File: config.mk
export PLATFORM = sky130hd
export DESIGN_NAME = exec_sequencer
export DESIGN_NICKNAME = d
export VERILOG_FILES = /design/src/rtl/exec_sequencer_pkg.sv /design/src/rtl/mem_wait_timer.sv /design/src/rtl/exec_sequencer.sv
export SDC_FILE = /design/constraint.sdc
export NUM_CORES = 1
export LEC_CHECK = 0
export ABC_AREA = 1
export BUFFER_PORTS_ARGS = -buffer_cell sky130_fd_sc_hd__buf_2
export CORE_ASPECT_RATIO = 0.7
export CORE_MARGIN = 10
export CORE_UTILIZATION = 55
export CTS_BUF_LIST = sky130_fd_sc_hd__clkbuf_8
export DETAILED_ROUTE_END_ITERATION = 10
export PLACE_DENSITY = 0.8
export SLEW_MARGIN = 10
export SYNTH_ARGS = -nofsm -noshare
export SYNTH_HDL_FRONTEND = slang
export SYNTH_SLANG_ARGS = --single-unit
export TNS_END_PERCENT = 100
File: constraint.sdc
create_clock -name clk -period 4.4 [get_ports clk]
set_input_delay 0.66 -clock clk [delete_from_list [all_inputs] [get_ports clk]]
set_output_delay 0.66 -clock clk [all_outputs]
set_load 0.01 [all_outputs]
File: src/rtl/exec_sequencer_pkg.sv
// -----------------------------------------------------------------------------
// exec_sequencer_pkg
//
// Shared constants for the multi-cycle execution sequencer:
//   - state_e          : sequencer state encoding (also visible on state_o)
//   - PC_SEL_*         : next-PC selector values (PC+4 or branch/jump target)
//   - WAIT_CNT_W       : width of the memory-acknowledge wait counter; sized
//                        so any timeout in 1..255 fits
//   - is_wait_state()  : true in the states that wait for a memory acknowledge
// -----------------------------------------------------------------------------
package exec_sequencer_pkg;

    // Sequencer state encoding. The numeric values are architecturally
    // visible through state_o, so they must not be reordered.
    typedef enum logic [2:0] {
        ST_IDLE   = 3'd0,
        ST_FETCH  = 3'd1,
        ST_DECODE = 3'd2,
        ST_EXEC   = 3'd3,
        ST_MEM    = 3'd4,
        ST_WB     = 3'd5,
        ST_HALT   = 3'd6
    } state_e;

    // Next-PC selector: 0 = sequential PC+4, 1 = computed target.
    localparam logic PC_SEL_PLUS4  = 1'b0;
    localparam logic PC_SEL_TARGET = 1'b1;

    // Wait counter width. MEM_TIMEOUT is limited to 255, so 8 bits suffice.
    localparam int WAIT_CNT_W = 8;

    // FETCH waits for the instruction memory, MEM waits for the data memory.
    // These are the only states in which an acknowledge is meaningful.
    function automatic logic is_wait_state(input state_e s);
        return (s == ST_FETCH) || (s == ST_MEM);
    endfunction

endpackage : exec_sequencer_pkg

File: src/rtl/mem_wait_timer.sv
// -----------------------------------------------------------------------------
// mem_wait_timer
//
// Counts consecutive cycles spent waiting for a memory acknowledge and flags a
// timeout on the MEM_TIMEOUT-th cycle without one.
//
// Ports:
//   clk        : clock, rising edge
//   reset      : asynchronous active-low reset, clears the counter
//   wait_i     : high while the sequencer is in a state waiting for an ack
//   ack_i      : the acknowledge relevant to the current waiting state
//   timeout_o  : combinational; high in the cycle where the wait budget is
//                exhausted and no ack is present
//
// The counter clears whenever wait_i is low. The two waiting states are never
// adjacent in the sequencer, so every entry into a waiting state starts from
// zero without needing an explicit "entry" strobe.
// -----------------------------------------------------------------------------
module mem_wait_timer
    import exec_sequencer_pkg::*;
#(
    parameter int MEM_TIMEOUT = 16
) (
    input  logic clk,
    input  logic reset,
    input  logic wait_i,
    input  logic ack_i,
    output logic timeout_o
);

    // Value held by the counter during the last permitted wait cycle.
    localparam logic [WAIT_CNT_W-1:0] LAST_WAIT = WAIT_CNT_W'(MEM_TIMEOUT - 1);

    logic [WAIT_CNT_W-1:0] count_q;
    logic [WAIT_CNT_W-1:0] count_d;

    always_comb begin
        count_d = '0;
        if (wait_i && !ack_i) begin
            count_d = count_q + WAIT_CNT_W'(1);
        end
    end

    // An ack in the final cycle takes priority over the timeout.
    assign timeout_o = wait_i && !ack_i && (count_q == LAST_WAIT);

    always_ff @(posedge clk or negedge reset) begin
        if (!reset) begin
            count_q <= '0;
        end else begin
            count_q <= count_d;
        end
    end

endmodule : mem_wait_timer

File: src/rtl/exec_sequencer.sv
// -----------------------------------------------------------------------------
// exec_sequencer
//
// Multi-cycle control sequencer for a simple load/store core:
// IDLE -> FETCH -> DECODE -> EXEC -> [MEM] -> WB -> FETCH ..., with HALT as the
// stop state for halt requests, illegal opcodes and memory timeouts.
//
// Parameters:
//   DWIDTH       : width of the retired-instruction counter
//   MEM_TIMEOUT  : maximum cycles to wait for an imem/dmem acknowledge (1..255)
//
// Ports:
//   clk, reset           : clock and asynchronous active-low reset
//   run_i                : start from IDLE; must be dropped to leave HALT
//   halt_i               : stop request, honoured at the WB boundary only
//   memren_i, memwren_i  : current instruction reads / writes data memory
//   regwren_i            : current instruction writes the register file
//   pcsel_i              : unconditional jump to target
//   isbranch_i,brtaken_i : conditional branch and its comparator result
//   illegal_i            : undecodable opcode
//   imem_ack_i           : instruction data valid (FETCH only)
//   dmem_ack_i           : data access complete (MEM only)
//   imem_req_o           : instruction fetch request
//   dmem_req_o,dmem_we_o : data request and write qualifier
//   ir_we_o              : capture instruction register (FETCH, on ack)
//   pc_we_o, pc_tgt_o    : update PC, choose target (1) or PC+4 (0) (WB)
//   rf_we_o              : register file write (WB)
//   state_o              : current state encoding
//   retired_o            : retired instruction count, wraps
//   err_o                : sticky fault flag (timeout or illegal)
//
// All strobes/requests are decoded combinationally from the state register,
// so the asynchronous reset removes them immediately.
// -----------------------------------------------------------------------------
module exec_sequencer
    import exec_sequencer_pkg::*;
#(
    parameter int DWIDTH      = 32,
    parameter int MEM_TIMEOUT = 16
) (
    input  logic              clk,
    input  logic              reset,
    input  logic              run_i,
    input  logic              halt_i,
    input  logic              memren_i,
    input  logic              memwren_i,
    input  logic              regwren_i,
    input  logic              pcsel_i,
    input  logic              brtaken_i,
    input  logic              isbranch_i,
    input  logic              illegal_i,
    input  logic              imem_ack_i,
    input  logic              dmem_ack_i,
    output logic              imem_req_o,
    output logic              dmem_req_o,
    output logic              dmem_we_o,
    output logic              ir_we_o,
    output logic              pc_we_o,
    output logic              pc_tgt_o,
    output logic              rf_we_o,
    output logic [2:0]        state_o,
    output logic [DWIDTH-1:0] retired_o,
    output logic              err_o
);

    state_e            state_q;
    state_e            state_d;
    logic              err_q;
    logic              err_d;
    logic [DWIDTH-1:0] retired_q;
    logic [DWIDTH-1:0] retired_d;

    logic              wait_active;
    logic              wait_ack;
    logic              wait_timeout;

    // Only the acknowledge belonging to the current waiting state reaches the
    // timer; acks arriving in any other state are ignored.
    assign wait_active = is_wait_state(state_q);
    assign wait_ack    = (state_q == ST_FETCH) ? imem_ack_i :
                         (state_q == ST_MEM)   ? dmem_ack_i : 1'b0;

    mem_wait_timer #(
        .MEM_TIMEOUT (MEM_TIMEOUT)
    ) u_wait_timer (
        .clk       (clk),
        .reset     (reset),
        .wait_i    (wait_active),
        .ack_i     (wait_ack),
        .timeout_o (wait_timeout)
    );

    // -------------------------------------------------------------------------
    // Next-state and output decode
    // -------------------------------------------------------------------------
    always_comb begin
        state_d    = state_q;
        err_d      = err_q;
        retired_d  = retired_q;
        imem_req_o = 1'b0;
        dmem_req_o = 1'b0;
        dmem_we_o  = 1'b0;
        ir_we_o    = 1'b0;
        pc_we_o    = 1'b0;
        pc_tgt_o   = PC_SEL_PLUS4;
        rf_we_o    = 1'b0;

        unique case (state_q)
            ST_IDLE: begin
                if (run_i) begin
                    // Starting a fresh run is the only non-reset way to
                    // clear a previous fault.
                    err_d   = 1'b0;
                    state_d = ST_FETCH;
                end
            end

            ST_FETCH: begin
                imem_req_o = 1'b1;
                if (imem_ack_i) begin
                    ir_we_o = 1'b1;
                    state_d = ST_DECODE;
                end else if (wait_timeout) begin
                    err_d   = 1'b1;
                    state_d = ST_HALT;
                end
            end

            ST_DECODE: begin
                if (illegal_i) begin
                    err_d   = 1'b1;
                    state_d = ST_HALT;
                end else begin
                    state_d = ST_EXEC;
                end
            end

            ST_EXEC: begin
                state_d = (memren_i || memwren_i) ? ST_MEM : ST_WB;
            end

            ST_MEM: begin
                // Request held stable for the whole wait.
                dmem_req_o = 1'b1;
                dmem_we_o  = memwren_i;
                if (dmem_ack_i) begin
                    state_d = ST_WB;
                end else if (wait_timeout) begin
                    err_d   = 1'b1;
                    state_d = ST_HALT;
                end
            end

            ST_WB: begin
                rf_we_o   = regwren_i;
                pc_we_o   = 1'b1;
                pc_tgt_o  = (pcsel_i || (isbranch_i && brtaken_i)) ?
                            PC_SEL_TARGET : PC_SEL_PLUS4;
                retired_d = retired_q + DWIDTH'(1);
                // WB is the instruction boundary: the only place halt_i
                // is looked at.
                state_d   = halt_i ? ST_HALT : ST_FETCH;
            end

            ST_HALT: begin
                // Wait for run_i to drop so a still-high run_i cannot
                // immediately restart the core.
                if (!run_i) begin
                    state_d = ST_IDLE;
                end
            end

            default: begin
                state_d = ST_IDLE;
            end
        endcase
    end

    // -------------------------------------------------------------------------
    // State registers
    // -------------------------------------------------------------------------
    always_ff @(posedge clk or negedge reset) begin
        if (!reset) begin
            state_q   <= ST_IDLE;
            err_q     <= 1'b0;
            retired_q <= '0;
        end else begin
            state_q   <= state_d;
            err_q     <= err_d;
            retired_q <= retired_d;
        end
    end

    assign state_o   = state_q;
    assign retired_o = retired_q;
    assign err_o     = err_q;

endmodule : exec_sequencer
==> flow_metrics.tcl <==
set metrics [dict create \
    synth_top_area_share_pct 40.1 \
    min_period_ps 2590 \
    fin_crit_sh_pct 59.0 \
    worst-setup-path-type "flip-flop to primary output" \
    die_height_um 79.1 \
    postCtsSetupBuffers 0 \
    ys_warn_count 0 \
    numCtsBuffers 5 \
    cp-start-kind "flip-flop" \
    start_util_pct 57.1 \
    crit_chain "nand3_4 -> inv_1 -> buf_2" \
    synth.most_common_cell "nand2_1" \
    synth_top_cell_by_area "dfrtp_1" \
    cts_tree "built" \
    die-area_um2 8270 \
    finalSetupTns_ps 0 \
    drt_iter0_markers 145 \
    slowest_delay_ps 580 \
    regArea_um2 1100 \
    clk_latency_ps 300 \
    peakVddDrop_mv 0.199 \
    area_growth_pct 16.1 \
    dp_hpwl_um 5470 \
    switching_share_pct 38.3 \
    internal_power_w 0.000744 \
    synth.avg_cell_area_um2 7.03 \
    final_area_um2 3190 \
    antenna_found_initial 0 \
    holdPathStages 1 \
    cp_max_fo 24 \
    synth-seq-area-share_pct 40.1 \
    layout-drive-gt1-share_pct 18.0 \
    grt_pass1_vias 2347 \
    final_max_slew_viol_count 0 \
    rows 21 \
    maxCapViolations 0 \
    fmax_ghz 0.385 \
    rsz0062_at_grt "no" \
    ys_top_cells_by_area "dfrtp_1 40%, nand2_1 20%, nor2_1 10%, inv_1 4.1%, xor2_1 3.2%" \
    cellPowerDensity_nw_per_um2 378 \
    dr.pass1.iters 5 \
    power.switching_w 0.000462 \
    root_buffer "clkbuf_8" \
    grt_pass1_wl_um 11500 \
    fin_ws_ps 1810 \
    synth-edff-count 0 \
    arrival_ps 1930 \
    cts_resized 0 \
    drc_errors 0 \
    worst_path_max_delay_cell "dfrtp_1" \
    grt_max_degree 45 \
    outcome "complete, no violations" \
    core_um2 4810 \
    clockPowerShare_pct 25.4 \
    r2r_cells 7 \
    fp.dieW_um 104 \
    clock_skew_ps 5.36 \
    nFillCells 450 \
    vias_per_cell 5.00 \
    finalPower_w 0.00121 \
    ys_types 30 \
    stdcell_count 518 \
    route.vias.total 2590 \
    syn-num-nets 406 \
    hold_violations 0 \
    crit_cells 3 \
    relSlewSlack_pct 36.6 \
    hold_buffers 0 \
    h-tree-depth 2 \
    cpLargestDelayFamily "buffers and inverters" \
    netlist_area_um2 2750 \
    grt_use_total_pct 16.6 \
    dp_worst_setup_slack_ps 2140 \
    clock_path_buffers 2 \
    clock_sinks 44 \
    placedCellCount 510 \
    synthArstFlopShare_pct 100 \
    hold_path_class "flip-flop to flip-flop" \
    multi_input_area_um2 1500 \
    worst_pin_slew_ps 950 \
    dpl_cell_area_um2 3080 \
    combPwrFrac_pct 31.4 \
    cts.reportedPaths.clkPinSlew_ps 80 \
    grt.overflow.total 0 \
    wl_um 6890 \
    seqPwrFrac_pct 43.3 \
    setup_viol 0 \
    finalWeightedCongestion 0.920 \
    io_pins 56 \
    p_leak_nw 1.63 \
    syn_inst 391 \
    postRouteAntennaNets 0 \
    diodes 0 \
    cp.required_ps 3740 \
    wl_per_cell_um 13.3 \
    synth_seq_cells 44 \
    ys_top_cells_by_count "147 x nand2_1, 74 x nor2_1, 44 x dfrtp_1" \
    crit_path_end_kind "primary output" \
    path_buf_inv 2 \
    nNetsFinal 463 \
    port_buffers 55 \
    synthFlopType "dfrtp_1" \
]
==> layout by cell type (no fill, tap or decap), types with 3 or more instances in the layout <==
cell and instances:
nand2_1 147, nor2_1 74, buf_2 55, dfrtp_1 44, inv_1 31, nand3_1 13, xor2_1 10, nand3b_1 9
a21oi_1 8, xnor2_1 7, nand4_1 6, o21ai_0 5, clkbuf_8 5, nor3_1 4, nor2_4 4, nand2_2 3
nor3b_1 3, o21ai_1 3
==> layer usage <==
layer | track usage, % | vias up | wire, um
met5 | 0 | - | 0
met4 | 4.16 | 0 | 59
met3 | 4.76 | 8 | 556
met2 | 24.2 | 81 | 2850
met1 | 23.4 | 1163 | 3430
li1 | - | 1338 | -
==> worst paths after layout <==
kind	startpoint	to	slack [ps]
setup / recovery	state_o[0]$_DFFE_PN0P_	pc_we_o	1810
hold / removal	u_wait_timer.count_q[0]$_DFF_PN0_	u_wait_timer.count_q[0]$_DFF_PN0_	480
setup reg to reg	state_o[0]$_DFFE_PN0P_	retired_o[23]$_DFFE_PN0P_	2570
hold reg to reg	u_wait_timer.count_q[0]$_DFF_PN0_	u_wait_timer.count_q[0]$_DFF_PN0_	480
max in group asynchronous	reset	retired_o[0]$_DFFE_PN0P_	3300
min in group asynchronous	reset	state_o[0]$_DFFE_PN0P_	510
==> logic make-up (layout without fill, tap and decap cells) <==
group / count (synthesis) / after routing / share of synthesized area, %
adder cells (fa/ha/maj): 2 / 2 / 0.911
buffers and inverters: 37 / 95 / 5.37
multiplexers: 1 / 1 / 0.410
XOR/XNOR: 17 / 17 / 5.42
flip-flops: 44 / 44 / 40.1
AND/OR/NAND/NOR: 272 / 272 / 44.4
AO/OA/AOI/OAI: 18 / 18 / 3.42
==> registers in the layout, summed over array words and instances (netlist names) <==
| register | cells |
|---|---|
| err_o | 1 |
| state_o | 3 |
| u_wait_timer.count_q | 8 |
| retired_o | 32 |
==> worst reg2reg max path, cell delays in order (launching register included) <==
cell	delay (ps)
dfrtp_1	580
nand3_4	340
nor2_4	280
nand4_4	180
nor2_4	150
nand2_1	60
nand2_1	70
nand2_1	60
==> area by class of cell <==
type | instances | share of cell area, %
multi-input cells | 310 | 47.0
flip-flops and latches | 44 | 34.5
repair buffers | 55 | 8.63
inverters | 32 | 3.77
well taps | 69 | 2.71
clock buffers | 5 | 2.16
clock inverters | 3 | 1.22
==> through the flow <==
stage,utilization [%],hold WS (ps)
after floorplan,-,364
after global placement,64.1,455
after detailed placement,64.1,465
after CTS,66.3,477
after global routing,66.3,513
final,66.3,476
==> power groups by stage <==
stage	logic, W	clock network (W)	registers, W
3_5_place_dp	0.000382	0	0.000528
4_1_cts	0.000384	0.000311	0.000520
3_3_place_gp	0.000380	0	0.000522
2_1_floorplan	0.000275	0	0.000515
6_report	0.000378	0.000306	0.000522
5_1_grt	0.000430	0.000327	0.000531
Power figures use the tool's default switching activity.
